==> config.mk <==
export PLATFORM = sky130hd
export DESIGN_NAME = display_arbiter
export DESIGN_NICKNAME = d
export VERILOG_FILES = /design/src/rtl/display_pkg.sv /design/src/rtl/key_debounce.sv /design/src/rtl/display_arbiter.sv
export SDC_FILE = /design/constraint.sdc
export NUM_CORES = 1
export LEC_CHECK = 0
export ABC_CLOCK_PERIOD_IN_PS = 5250
export CAP_MARGIN = 25
export CORE_ASPECT_RATIO = 1.4
export CORE_MARGIN = 1.5
export CORE_UTILIZATION = 28
export CTS_CLUSTER_DIAMETER = 120
export DETAILED_ROUTE_END_ITERATION = 10
export HOLD_SLACK_MARGIN = 0.15
export PLACE_DENSITY = 0.51
export SETUP_SLACK_MARGIN = 0.1
export SLEW_MARGIN = 20
export SYNTH_ARGS = -nofsm -noshare
export SYNTH_HDL_FRONTEND = slang
export SYNTH_SLANG_ARGS = --single-unit
==> constraint.sdc <==
create_clock -name clk -period 5.25 [get_ports clk]
set_clock_uncertainty 0.1 [all_clocks]
set_input_delay 0.525 -clock clk [delete_from_list [all_inputs] [get_ports clk]]
set_output_delay 0.525 -clock clk [all_outputs]
set_load 0.02 [all_outputs]
==> src/rtl/display_pkg.sv <==
// Shared types and constants for the board display arbiter.
// One display frame packs LEDR and HEX0..HEX5 for a single source.
package display_pkg;

  localparam int unsigned FRAME_W  = 58;
  localparam int unsigned LEDR_W   = 10;
  localparam int unsigned HEX_W    = 8;
  localparam int unsigned LEDR_LSB = 0;
  localparam int unsigned HEX0_LSB = 10;
  localparam int unsigned HEX1_LSB = 18;
  localparam int unsigned HEX2_LSB = 26;
  localparam int unsigned HEX3_LSB = 34;
  localparam int unsigned HEX4_LSB = 42;
  localparam int unsigned HEX5_LSB = 50;

  localparam logic [HEX_W-1:0]  HEX_BLANK = 8'hFF;
  localparam logic [LEDR_W-1:0] LED_OFF   = 10'h0;

  // Field order matches the bit layout: ledr in [9:0], hex5 in [57:50].
  typedef struct packed {
    logic [HEX_W-1:0]  hex5;
    logic [HEX_W-1:0]  hex4;
    logic [HEX_W-1:0]  hex3;
    logic [HEX_W-1:0]  hex2;
    logic [HEX_W-1:0]  hex1;
    logic [HEX_W-1:0]  hex0;
    logic [LEDR_W-1:0] ledr;
  } frame_t;

  localparam frame_t BLANK_FRAME = frame_t'({{6{HEX_BLANK}}, LED_OFF});

  typedef enum logic [1:0] {
    IDLE,
    SHOW,
    BLANK
  } arb_state_e;

endpackage

==> src/rtl/key_debounce.sv <==
// Push-button conditioner: 2-FF synchronizer, stability debounce and a
// one-cycle press event on an accepted released->pressed transition.
module key_debounce #(
  parameter int unsigned DEBOUNCE_CYCLES = 500000
) (
  input  logic clk,
  input  logic reset_n,
  input  logic key_n,
  output logic stable,
  output logic press_evt
);

  localparam int unsigned CNT_W = (DEBOUNCE_CYCLES > 1) ? $clog2(DEBOUNCE_CYCLES) : 1;
  localparam logic [CNT_W-1:0] CNT_MAX = CNT_W'(DEBOUNCE_CYCLES - 1);

  logic             meta_q;
  logic             sync_q;
  logic             prev_q;
  logic [CNT_W-1:0] cnt_q;

  always_ff @(posedge clk) begin
    if (!reset_n) begin
      meta_q    <= 1'b1;
      sync_q    <= 1'b1;
      prev_q    <= 1'b1;
      cnt_q     <= '0;
      stable    <= 1'b1;
      press_evt <= 1'b0;
    end else begin
      meta_q    <= key_n;
      sync_q    <= meta_q;
      prev_q    <= sync_q;
      press_evt <= 1'b0;
      // Any change of the synchronized level restarts the stability window.
      if (sync_q != prev_q) begin
        cnt_q <= '0;
      end else if (cnt_q != CNT_MAX) begin
        cnt_q <= cnt_q + CNT_W'(1);
      end else begin
        stable    <= sync_q;
        press_evt <= stable & ~sync_q;
      end
    end
  end

endmodule

==> src/rtl/display_arbiter.sv <==
// Sequenced owner of the board display: round-robin on key press or dwell
// timeout, with a blanking gap between sources so frames never tear.
module display_arbiter
  import display_pkg::*;
#(
  parameter int unsigned NUM_SRC         = 2,
  parameter int unsigned DEBOUNCE_CYCLES = 500000,
  parameter int unsigned DWELL_CYCLES    = 100000000,
  parameter int unsigned BLANK_CYCLES    = 5000000,
  localparam int unsigned SEL_W          = (NUM_SRC > 1) ? $clog2(NUM_SRC) : 1
) (
  input  logic                       clk,
  input  logic                       reset_n,
  input  logic [FRAME_W*NUM_SRC-1:0] src_frame,
  input  logic [NUM_SRC-1:0]         src_req,
  input  logic                       key_next_n,
  input  logic                       auto_en,
  output logic [LEDR_W-1:0]          LEDR,
  output logic [HEX_W-1:0]           HEX0,
  output logic [HEX_W-1:0]           HEX1,
  output logic [HEX_W-1:0]           HEX2,
  output logic [HEX_W-1:0]           HEX3,
  output logic [HEX_W-1:0]           HEX4,
  output logic [HEX_W-1:0]           HEX5,
  output logic [SEL_W-1:0]           sel,
  output logic                       switch_pulse
);

  localparam int unsigned DW_W = (DWELL_CYCLES > 1) ? $clog2(DWELL_CYCLES) : 1;
  localparam int unsigned BL_W = (BLANK_CYCLES > 1) ? $clog2(BLANK_CYCLES) : 1;
  localparam logic [DW_W-1:0] DW_MAX = DW_W'(DWELL_CYCLES - 1);
  localparam logic [BL_W-1:0] BL_MAX = BL_W'(BLANK_CYCLES - 1);

  arb_state_e       state_q, state_d;
  logic [SEL_W-1:0] sel_q, sel_d;
  logic [DW_W-1:0]  dwell_q, dwell_d;
  logic [BL_W-1:0]  blank_q, blank_d;
  logic             pulse_q, pulse_d;
  frame_t           disp_q, disp_d;

  logic             press_evt;
  logic             key_stable;
  frame_t           frames [NUM_SRC];
  logic [NUM_SRC-1:0] req_sh;
  logic             trigger;
  logic             cur_found, nxt_found;
  logic [SEL_W-1:0] cur_idx, nxt_idx;

  key_debounce #(
    .DEBOUNCE_CYCLES (DEBOUNCE_CYCLES)
  ) u_key (
    .clk       (clk),
    .reset_n   (reset_n),
    .key_n     (key_next_n),
    .stable    (key_stable),
    .press_evt (press_evt)
  );

  a_press_follows_stable: assert property (
    @(posedge clk) disable iff (!reset_n) press_evt |-> !key_stable);

  for (genvar g = 0; g < NUM_SRC; g++) begin : g_frame
    assign frames[g] = src_frame[FRAME_W*g +: FRAME_W];
  end

  // First requester at or after start, wrapping; returns {found, index}.
  function automatic logic [SEL_W:0] search(input logic [NUM_SRC-1:0] req,
                                            input int unsigned start);
    logic [SEL_W:0]     res;
    logic [NUM_SRC-1:0] sh;
    int unsigned        idx;
    res = '0;
    for (int unsigned k = 0; k < NUM_SRC; k++) begin
      idx = (start + k) % NUM_SRC;
      sh  = req >> idx;
      if (!res[SEL_W] && sh[0]) res = {1'b1, SEL_W'(idx)};
    end
    return res;
  endfunction

  assign {cur_found, cur_idx} = search(src_req, 32'(sel_q));
  assign {nxt_found, nxt_idx} = search(src_req, 32'(sel_q) + 32'd1);
  assign req_sh  = src_req >> sel_q;
  assign trigger = press_evt || (auto_en && (dwell_q == DW_MAX)) || !req_sh[0];

  // Next-state and next-output logic.
  always_comb begin
    state_d = state_q;
    sel_d   = sel_q;
    dwell_d = '0;
    blank_d = '0;
    pulse_d = 1'b0;
    disp_d  = BLANK_FRAME;
    case (state_q)
      IDLE: begin
        if (cur_found) begin
          state_d = SHOW;
          sel_d   = cur_idx;
          pulse_d = (cur_idx != sel_q);
        end
      end
      SHOW: begin
        if (!trigger) begin
          disp_d = frames[sel_q];
          if (auto_en) dwell_d = (dwell_q == DW_MAX) ? dwell_q : dwell_q + DW_W'(1);
        end else if (nxt_found && (nxt_idx != sel_q)) begin
          state_d = BLANK;
        end else if (nxt_found) begin
          disp_d = frames[sel_q];
        end else begin
          state_d = IDLE;
        end
      end
      BLANK: begin
        if (blank_q != BL_MAX) begin
          blank_d = blank_q + BL_W'(1);
        end else if (nxt_found) begin
          state_d = SHOW;
          sel_d   = nxt_idx;
          pulse_d = (nxt_idx != sel_q);
        end else begin
          state_d = IDLE;
        end
      end
      default: state_d = IDLE;
    endcase
  end

  always_ff @(posedge clk) begin
    if (!reset_n) begin
      state_q <= IDLE;
      sel_q   <= '0;
      dwell_q <= '0;
      blank_q <= '0;
      pulse_q <= 1'b0;
      disp_q  <= BLANK_FRAME;
    end else begin
      state_q <= state_d;
      sel_q   <= sel_d;
      dwell_q <= dwell_d;
      blank_q <= blank_d;
      pulse_q <= pulse_d;
      disp_q  <= disp_d;
    end
  end

  assign LEDR         = disp_q.ledr;
  assign HEX0         = disp_q.hex0;
  assign HEX1         = disp_q.hex1;
  assign HEX2         = disp_q.hex2;
  assign HEX3         = disp_q.hex3;
  assign HEX4         = disp_q.hex4;
  assign HEX5         = disp_q.hex5;
  assign sel          = sel_q;
  assign switch_pulse = pulse_q;

endmodule

==> results of run 1 <==
-- area by class of cell --
cell class / instances / area (sq um) / area share (%)
diodes: 1 / 2.50 / 0.0301
clock buffers: 20 / 457 / 5.49
clock inverters: 12 / 171 / 2.06
inverters: 15 / 56.3 / 0.676
multi-input cells: 427 / 2770 / 33.3
flip-flops and latches: 136 / 2730 / 32.7
well taps: 252 / 315 / 3.79
repair buffers: 183 / 1830 / 21.9
-- registers in the layout, indices dropped and copies added, names as in the netlist, named ones only --
| name | cells |
|---|---|
| u_key.cnt_q | 19 |
| HEX4 | 8 |
| u_key.meta_q | 1 |
| switch_pulse | 1 |
| dwell_q | 27 |
| HEX2 | 8 |
| HEX1 | 8 |
| u_key.sync_q | 1 |
| blank_q | 23 |
| u_key.press_evt | 1 |
| state_q | 2 |
| HEX0 | 8 |
| u_key.stable | 1 |
| HEX3 | 8 |
| u_key.prev_q | 1 |
| LEDR | 10 |
| HEX5 | 8 |
-- power breakdown --
part,total [W],switching [W],internal [W]
logic,0.000277,0.000116,0.000161
clock network,0.00127,0.000450,0.000819
registers,0.00107,0.0000141,0.00106
-- kinds of logic (layout without fill, tap and decap cells) --
logic type               Yosys count  after routing  synth area share, %
XOR/XNOR                          57             57                 8.80
AO/OA/AOI/OAI                     24             24                 2.91
multiplexers                      64             64                 11.3
flip-flops                       136            136                 48.0
adder cells (fa/ha/maj)            3              3                0.662
buffers and inverters             40            230                 3.33
other                              0              1                    0
AND/OR/NAND/NOR                  279            279                 25.0
-- final timing paths --
check,start,end,slack (ps)
worst max register to register,blank_q[0],state_q[1],2670
worst max-delay path,blank_q[0],state_q[1],2670
worst min register to register,u_key.meta_q,u_key.sync_q,310
worst min-delay path,u_key.meta_q,u_key.sync_q,310
-- per-stage QoR --
stage,worst slack (ps),util (%)
after global placement,2580,38.8
after CTS,2630,41.9
after detailed placement,2470,38.8
after global routing,2360,41.9
final,2670,42.0
after floorplan,3260,-
-- cells in the final DEF (no fill, tap or decap), drive strengths merged, types with 16 or more instances in the layout --
cell type / instances
clkbuf: 20
clkdlybuf4s50: 181
dfxtp: 136
inv: 17
mux2i: 63
nand2: 76
nand3: 28
nor2: 87
nor2b: 16
xnor2: 34
xor2: 23
-- metal layers --
layer,part of all wire [%],global-route usage (%),wire [um],vias to the layer above
met2,52,25.4,7720,127
met4,1.8,6.10,270,0
met3,7.5,5.84,1110,19
li1,-,-,-,2387
met1,39,14.6,5710,2207
met5,0,0,0,-
==> out/qor.json, run 1 <==
{
  "r2r_cell_count": {"value": 6},
  "hpwlAfterDp": {"value": 11200, "unit": "um"},
  "viasPerCell": {"value": 4.53},
  "clkSinkCount": {"value": 136},
  "grt_setup_unrepaired": {"value": "no"},
  "final_min_period_over_clock_period": {"value": 49.1, "unit": "%"},
  "floorplan.initialDensity": {"value": 28.6, "unit": "%"},
  "grt.total_usage": {"value": 14.3, "unit": "%"},
  "synthesis.yosys.warnings": {"value": 0},
  "setup_tns": {"value": 0, "unit": "ps"},
  "area_added_between_synthesis_and_finish": {"value": 46.7, "unit": "%"},
  "netlist_top_cells_count": {"value": "dfxtp_1 (136), nor2_1 (87), nand2_1 (75)"},
  "clock_path_buffers": {"value": 2},
  "power-per-cell-area": {"value": 314, "unit": "nW/um^2"},
  "whs": {"value": 309, "unit": "ps"},
  "post-synth-top-area-fraction": {"value": 48.0, "unit": "%"},
  "critical_path.top_delay_family": {"value": "simple AND/OR/NAND/NOR gates"},
  "clock_insertion_delay_worst_skew": {"value": 410, "unit": "ps"},
  "fin_cells": {"value": 1046},
  "layout-drive-gt1-share": {"value": 6.18, "unit": "%"},
  "initial_antenna_violation_count": {"value": 1},
  "vias_in_the_first_global_route": {"value": 4704},
  "tritoncts_clock_tree": {"value": "built"},
  "design.portCount": {"value": 182},
  "required": {"value": 5410, "unit": "ps"},
  "tightestPinTransition": {"value": 1000, "unit": "ps"},
  "wl_per_cell": {"value": 14.2, "unit": "um"},
  "power.leakage": {"value": 2.81, "unit": "nW"},
  "route.vias.total": {"value": 4740},
  "number_of_distinct_library_cells_after_synthesis": {"value": 48},
  "synth_cells": {"value": 603},
  "placeableCoreArea": {"value": 19800, "unit": "sq um"},
  "fmax": {"value": 388, "unit": "MHz"},
  "cp-start-kind": {"value": "flop"},
  "net_count_after_synthesis": {"value": 728},
  "grt_max_degree": {"value": 61},
  "drtAntennaViolNets": {"value": 0},
  "cts_repair_resize_count": {"value": 0},
  "nNetsFinal": {"value": 905},
  "postSynth.asyncResetShare": {"value": 0, "unit": "%"},
  "synth_edf_count": {"value": 0},
  "placement.cell_area": {"value": 7690, "unit": "sq um"},
  "fp.dieArea": {"value": 21100, "unit": "sq um"},
  "drt_iter0_drc": {"value": 158},
  "grt_first_pass_wirelength": {"value": 23100, "unit": "um"},
  "arrival": {"value": 2730, "unit": "ps"},
  "n_fill_cell": {"value": 1987},
  "synthTopCellsByArea": {"value": "dfxtp_1 (48%), mux2i_1 (11%), nor2_1 (5.8%)"},
  "drt_pass1_iterations": {"value": 4},
  "postSynth.topFlopCell": {"value": "dfxtp_1"},
  "place_congestion": {"value": 0.752},
  "dieHeight": {"value": 171, "unit": "um"},
  "cap_violations": {"value": 0},
  "relSlewSlack": {"value": 33.2, "unit": "%"},
  "synth_seq_cells": {"value": 136},
  "design_area": {"value": 8330, "unit": "sq um"},
  "setup_viol": {"value": 0},
  "crit_path_max_incr_delay": {"value": 720, "unit": "ps"},
  "library_cell_occupying_the_most_area_in_the_post_synthesis_netlist": {"value": "dfxtp_1"},
  "finalWorstPathRequiredPeriod": {"value": 2580, "unit": "ps"},
  "routed_wirelength": {"value": 14800, "unit": "um"},
  "timing_max_transition_violations_final": {"value": 0},
  "cts.htree.levels": {"value": 4},
  "power.ir.vdd_worst": {"value": 0.000212, "unit": "V"},
  "cp_slowest_cell": {"value": "or4b_1"},
  "clockRootBuffer": {"value": "clkbuf_16"},
  "cts_inserted_buffers": {"value": 17},
  "buffer_ports.inserted": {"value": 181},
  "syn-mean-instance-area": {"value": 9.41, "unit": "sq um"},
  "synth.most_common_cell": {"value": "dfxtp_1"},
  "rows": {"value": 61},
  "critPathBufInv": {"value": 0},
  "worstPathCellList": {"value": "ha_1 -> nand4_1 -> or2_1 -> nor4_4 -> or4b_1 -> o31ai_1"},
  "critical_path_peak_fanout": {"value": 24},
  "grt_overflow_total": {"value": 0},
  "remaining_drc_errors": {"value": 0},
  "final_hold_fails": {"value": 0},
  "cts_hold_buffers": {"value": 0},
  "path_clk_slew": {"value": 60, "unit": "ps"},
  "finalPower": {"value": 0.00262, "unit": "W"},
  "hold_class": {"value": "flop to flop"},
  "place_inst": {"value": 1013},
  "timing.critical_path.depth": {"value": 6},
  "critical_path_endpoint_category": {"value": "flop"},
  "worstHoldPathCells": {"value": 1},
  "run_status": {"value": "finished clean"},
  "synth_sequential_area_ratio": {"value": 48.0, "unit": "%"},
  "setup.worst_path.class": {"value": "flop to flop"},
  "floorplan.die.width": {"value": 123, "unit": "um"},
  "synth_area": {"value": 5670, "unit": "sq um"},
  "setup_buffers_after_cts": {"value": 0}
}
(Power assumes the default switching activity.)
==> run 2: changes to the inputs <==
- ABC_CLOCK_PERIOD_IN_PS: 5250 -> 2300
- PLACE_DENSITY: 0.51 -> 0.53
- clock period: 5.25 -> 2.3 ns (I/O delays scaled with it)
==> out/qor.json, run 2 (synthesis results as in run 1) <==
{
  "placeableCoreArea": {"value": 19800, "unit": "sq um", "change": "unchanged"},
  "multi_input_comb_area": {"value": 2780, "unit": "sq um", "change": "was 2770 sq um"},
  "area_added_between_synthesis_and_finish": {"value": 49.9, "unit": "%", "change": "was 46.7%"},
  "cp-start-kind": {"value": "flop", "change": "unchanged"},
  "sequential_cell_area": {"value": 2730, "unit": "sq um", "change": "unchanged"},
  "power.ir.vdd_worst": {"value": 0.000517, "unit": "V", "change": "was 0.000212 V"},
  "setup.worst_path.class": {"value": "flop to output pin", "change": "was flop to flop"},
  "clock_insertion_delay_worst_skew": {"value": 420, "unit": "ps", "change": "was 410 ps"},
  "grt_setup_unrepaired": {"value": "no", "change": "unchanged"},
  "critical_path.top_delay_family": {"value": "buffers and inverters", "change": "was simple AND/OR/NAND/NOR gates"},
  "required": {"value": 1970, "unit": "ps", "change": "was 5410 ps"},
  "final_min_period_over_clock_period": {"value": 91.6, "unit": "%"},
  "num_antenna_cells": {"value": 0, "change": "was 1"},
  "hold_class": {"value": "input port to flop", "change": "was flop to flop"},
  "layout-drive-gt1-share": {"value": 8.37, "unit": "%", "change": "was 6.18%"},
  "design_area": {"value": 8510, "unit": "sq um", "change": "was 8330 sq um"},
  "fin_util": {"value": 42.9, "unit": "%", "change": "was 42.0%"},
  "nNetsFinal": {"value": 924, "change": "was 905"},
  "worstPathCellList": {"value": "buf_6 -> clkdlybuf4s50_1", "change": "was ha_1 -> nand4_1 -> or2_1 -> nor4_4 -> or4b_1 -> o31ai_1"},
  "initial_antenna_violation_count": {"value": 0, "change": "was 1"},
  "finalWorstPathRequiredPeriod": {"value": 2110, "unit": "ps"},
  "hpwlAfterDp": {"value": 11900, "unit": "um", "change": "was 11200 um"},
  "placement.cell_area": {"value": 7830, "unit": "sq um", "change": "was 7690 sq um"},
  "drtAntennaViolNets": {"value": 0, "change": "unchanged"},
  "route.vias.total": {"value": 4790, "change": "was 4740"},
  "critical_path_endpoint_category": {"value": "output pin", "change": "was flop"},
  "cts_inserted_buffers": {"value": 17, "change": "unchanged"},
  "drt_pass1_iterations": {"value": 4, "change": "unchanged"},
  "largest_reg_flops": {"value": 27, "change": "unchanged"},
  "critical_path_peak_fanout": {"value": 29, "change": "was 24"},
  "fp.dieArea": {"value": 21100, "unit": "sq um", "change": "unchanged"},
  "wl_per_cell": {"value": 14.6, "unit": "um", "change": "was 14.2 um"},
  "n_fill_cell": {"value": 1988, "change": "was 1987"},
  "fin_cells": {"value": 1064, "change": "was 1046"},
  "grt.total_usage": {"value": 15.6, "unit": "%", "change": "was 14.3%"},
  "routed_wirelength": {"value": 15600, "unit": "um", "change": "was 14800 um"},
  "place_ws": {"value": -8.39, "unit": "ps", "change": "was 2470 ps"},
  "drt_iter0_drc": {"value": 168, "change": "was 158"},
  "rows": {"value": 61, "change": "unchanged"},
  "fmax": {"value": 475, "unit": "MHz"},
  "buffer_ports.inserted": {"value": 181, "change": "unchanged"},
  "viasPerCell": {"value": 4.50, "change": "was 4.53"},
  "clockRootBuffer": {"value": "clkbuf_16", "change": "unchanged"},
  "run_status": {"value": "finished clean", "change": "unchanged"},
  "path_clk_slew": {"value": 60, "unit": "ps", "change": "about the same"},
  "grt_max_degree": {"value": 37, "change": "was 61"},
  "clkSinkCount": {"value": 136, "change": "unchanged"},
  "grt_first_pass_wirelength": {"value": 25100, "unit": "um", "change": "was 23100 um"},
  "layout.cells.most_common_list": {"value": "clkdlybuf4s50_1 (181), dfxtp_1 (135), nor2_1 (87)", "change": "unchanged"},
  "floorplan.initialDensity": {"value": 28.6, "unit": "%", "change": "unchanged"},
  "cp_slowest_cell": {"value": "clkdlybuf4s50_1", "change": "was or4b_1"},
  "grt_overflow_total": {"value": 0, "change": "unchanged"},
  "place_congestion": {"value": 0.868, "change": "was 0.752"},
  "critPathBufInv": {"value": 2, "change": "was 0"},
  "cap_violations": {"value": 0, "change": "unchanged"},
  "remaining_drc_errors": {"value": 0, "change": "unchanged"},
  "setup_viol": {"value": 0, "change": "unchanged"},
  "vias_in_the_first_global_route": {"value": 5068, "change": "was 4704"},
  "biggestRegsByFlops": {"value": "dwell_q x27, blank_q x23, u_key.cnt_q x19", "change": "unchanged"},
  "final_hold_fails": {"value": 0, "change": "unchanged"},
  "cts.htree.levels": {"value": 4, "change": "unchanged"},
  "design.portCount": {"value": 182, "change": "unchanged"},
  "max_flop_register": {"value": "dwell_q", "change": "unchanged"},
  "dieHeight": {"value": 171, "unit": "um", "change": "unchanged"},
  "floorplan.die.width": {"value": 123, "unit": "um", "change": "unchanged"},
  "power-per-cell-area": {"value": 711, "unit": "nW/um^2", "change": "was 314 nW/um^2"},
  "place_inst": {"value": 1027, "change": "was 1013"},
  "timing_max_transition_violations_final": {"value": 0, "change": "unchanged"},
  "power.leakage": {"value": 2.91, "unit": "nW", "change": "was 2.81 nW"},
  "tritoncts_clock_tree": {"value": "built", "change": "unchanged"},
  "clock_path_buffers": {"value": 2, "change": "unchanged"},
  "setup_tns": {"value": 0, "unit": "ps", "change": "unchanged"},
  "relSlewSlack": {"value": 61.0, "unit": "%", "change": "was 33.2%"},
  "final_common_cell": {"value": "clkdlybuf4s50_1", "change": "unchanged"},
  "arrival": {"value": 1780, "unit": "ps", "change": "was 2730 ps"},
  "setup_ws": {"value": 194, "unit": "ps", "change": "was 2670 ps"},
  "crit_path_max_incr_delay": {"value": 670, "unit": "ps", "change": "was 720 ps"},
  "tightestPinTransition": {"value": 585, "unit": "ps", "change": "was 1000 ps"}
}
==> run 2: changes by cell type in the layout (fill, tap and decap cells not counted), sizes merged <==
cell,previous run,this run
a21boi,1,2
buf,2,20
clkinv,5,4
diode,1,0
inv,17,18
==> run 2: per-layer routing <==
| metal | vias up | global-route usage [%] | routed length, um |
|---|---|---|---|
| met5 | - | 0 | 0 |
| met2 | 112 | 28.1 | 8180 |
| li1 | 2428 | - | - |
| met4 | 0 | 7.20 | 472 |
| met1 | 2219 | 16.5 | 6180 |
| met3 | 31 | 4.71 | 738 |
==> run 2: timing repair <==
action,in CTS,in global routing
resized for setup,2,0
pin swaps,2,2
setup buffers,3,1
setup endpoints to repair,25,25
cloned,1,0
hold buffers,0,0
==> run 2: area by class of cell <==
type,count,area share (%)
Multi-Input combinational cell,428,32.7
Sequential cell,136,32.0
Timing Repair Buffer,201,23.4
Clock buffer,20,5.25
Tap cell,252,3.71
Clock inverter,12,2.25
Inverter,15,0.662
==> run 2: path summary, 6_finish.rpt <==
path                 startpoint           end  slack [ps]  cells past startpoint
setup reg to reg     dwell_q[0]       LEDR[1]         210                      8
hold reg to reg    u_key.meta_q  u_key.sync_q         330                      1
hold / removal    src_frame[36]       HEX3[2]         290                      3
setup / recovery           flop           sel         190                      2
==> run 2: worst min-delay path: stages <==
cell             delay, ps
clkdlybuf4s50_1        450
mux2i_1                 60
nand2_1                 60
==> run 2: per-stage QoR <==
step / power [W] / hold slack, ps
after global routing: 0.00626 / 299
after floorplan: 0.00278 / 231
final: 0.00605 / 294
after CTS: 0.00612 / 278
after global placement: 0.00315 / 329
after detailed placement: 0.00316 / 300
==> run 2: power breakdown <==
group	total [W]	switching [W]	internal [W]
Clock	0.00294	0.00107	0.00186
Combinational	0.000668	0.000282	0.000386
Sequential	0.00244	0.0000286	0.00241
Total	0.00605	0.00138	0.00466
==> run 3: changes to the inputs <==
- HOLD_SLACK_MARGIN: 0.15 -> 0.1
==> results of run 3 <==
Final layout, timing and power as in run 2 (identical DEF).
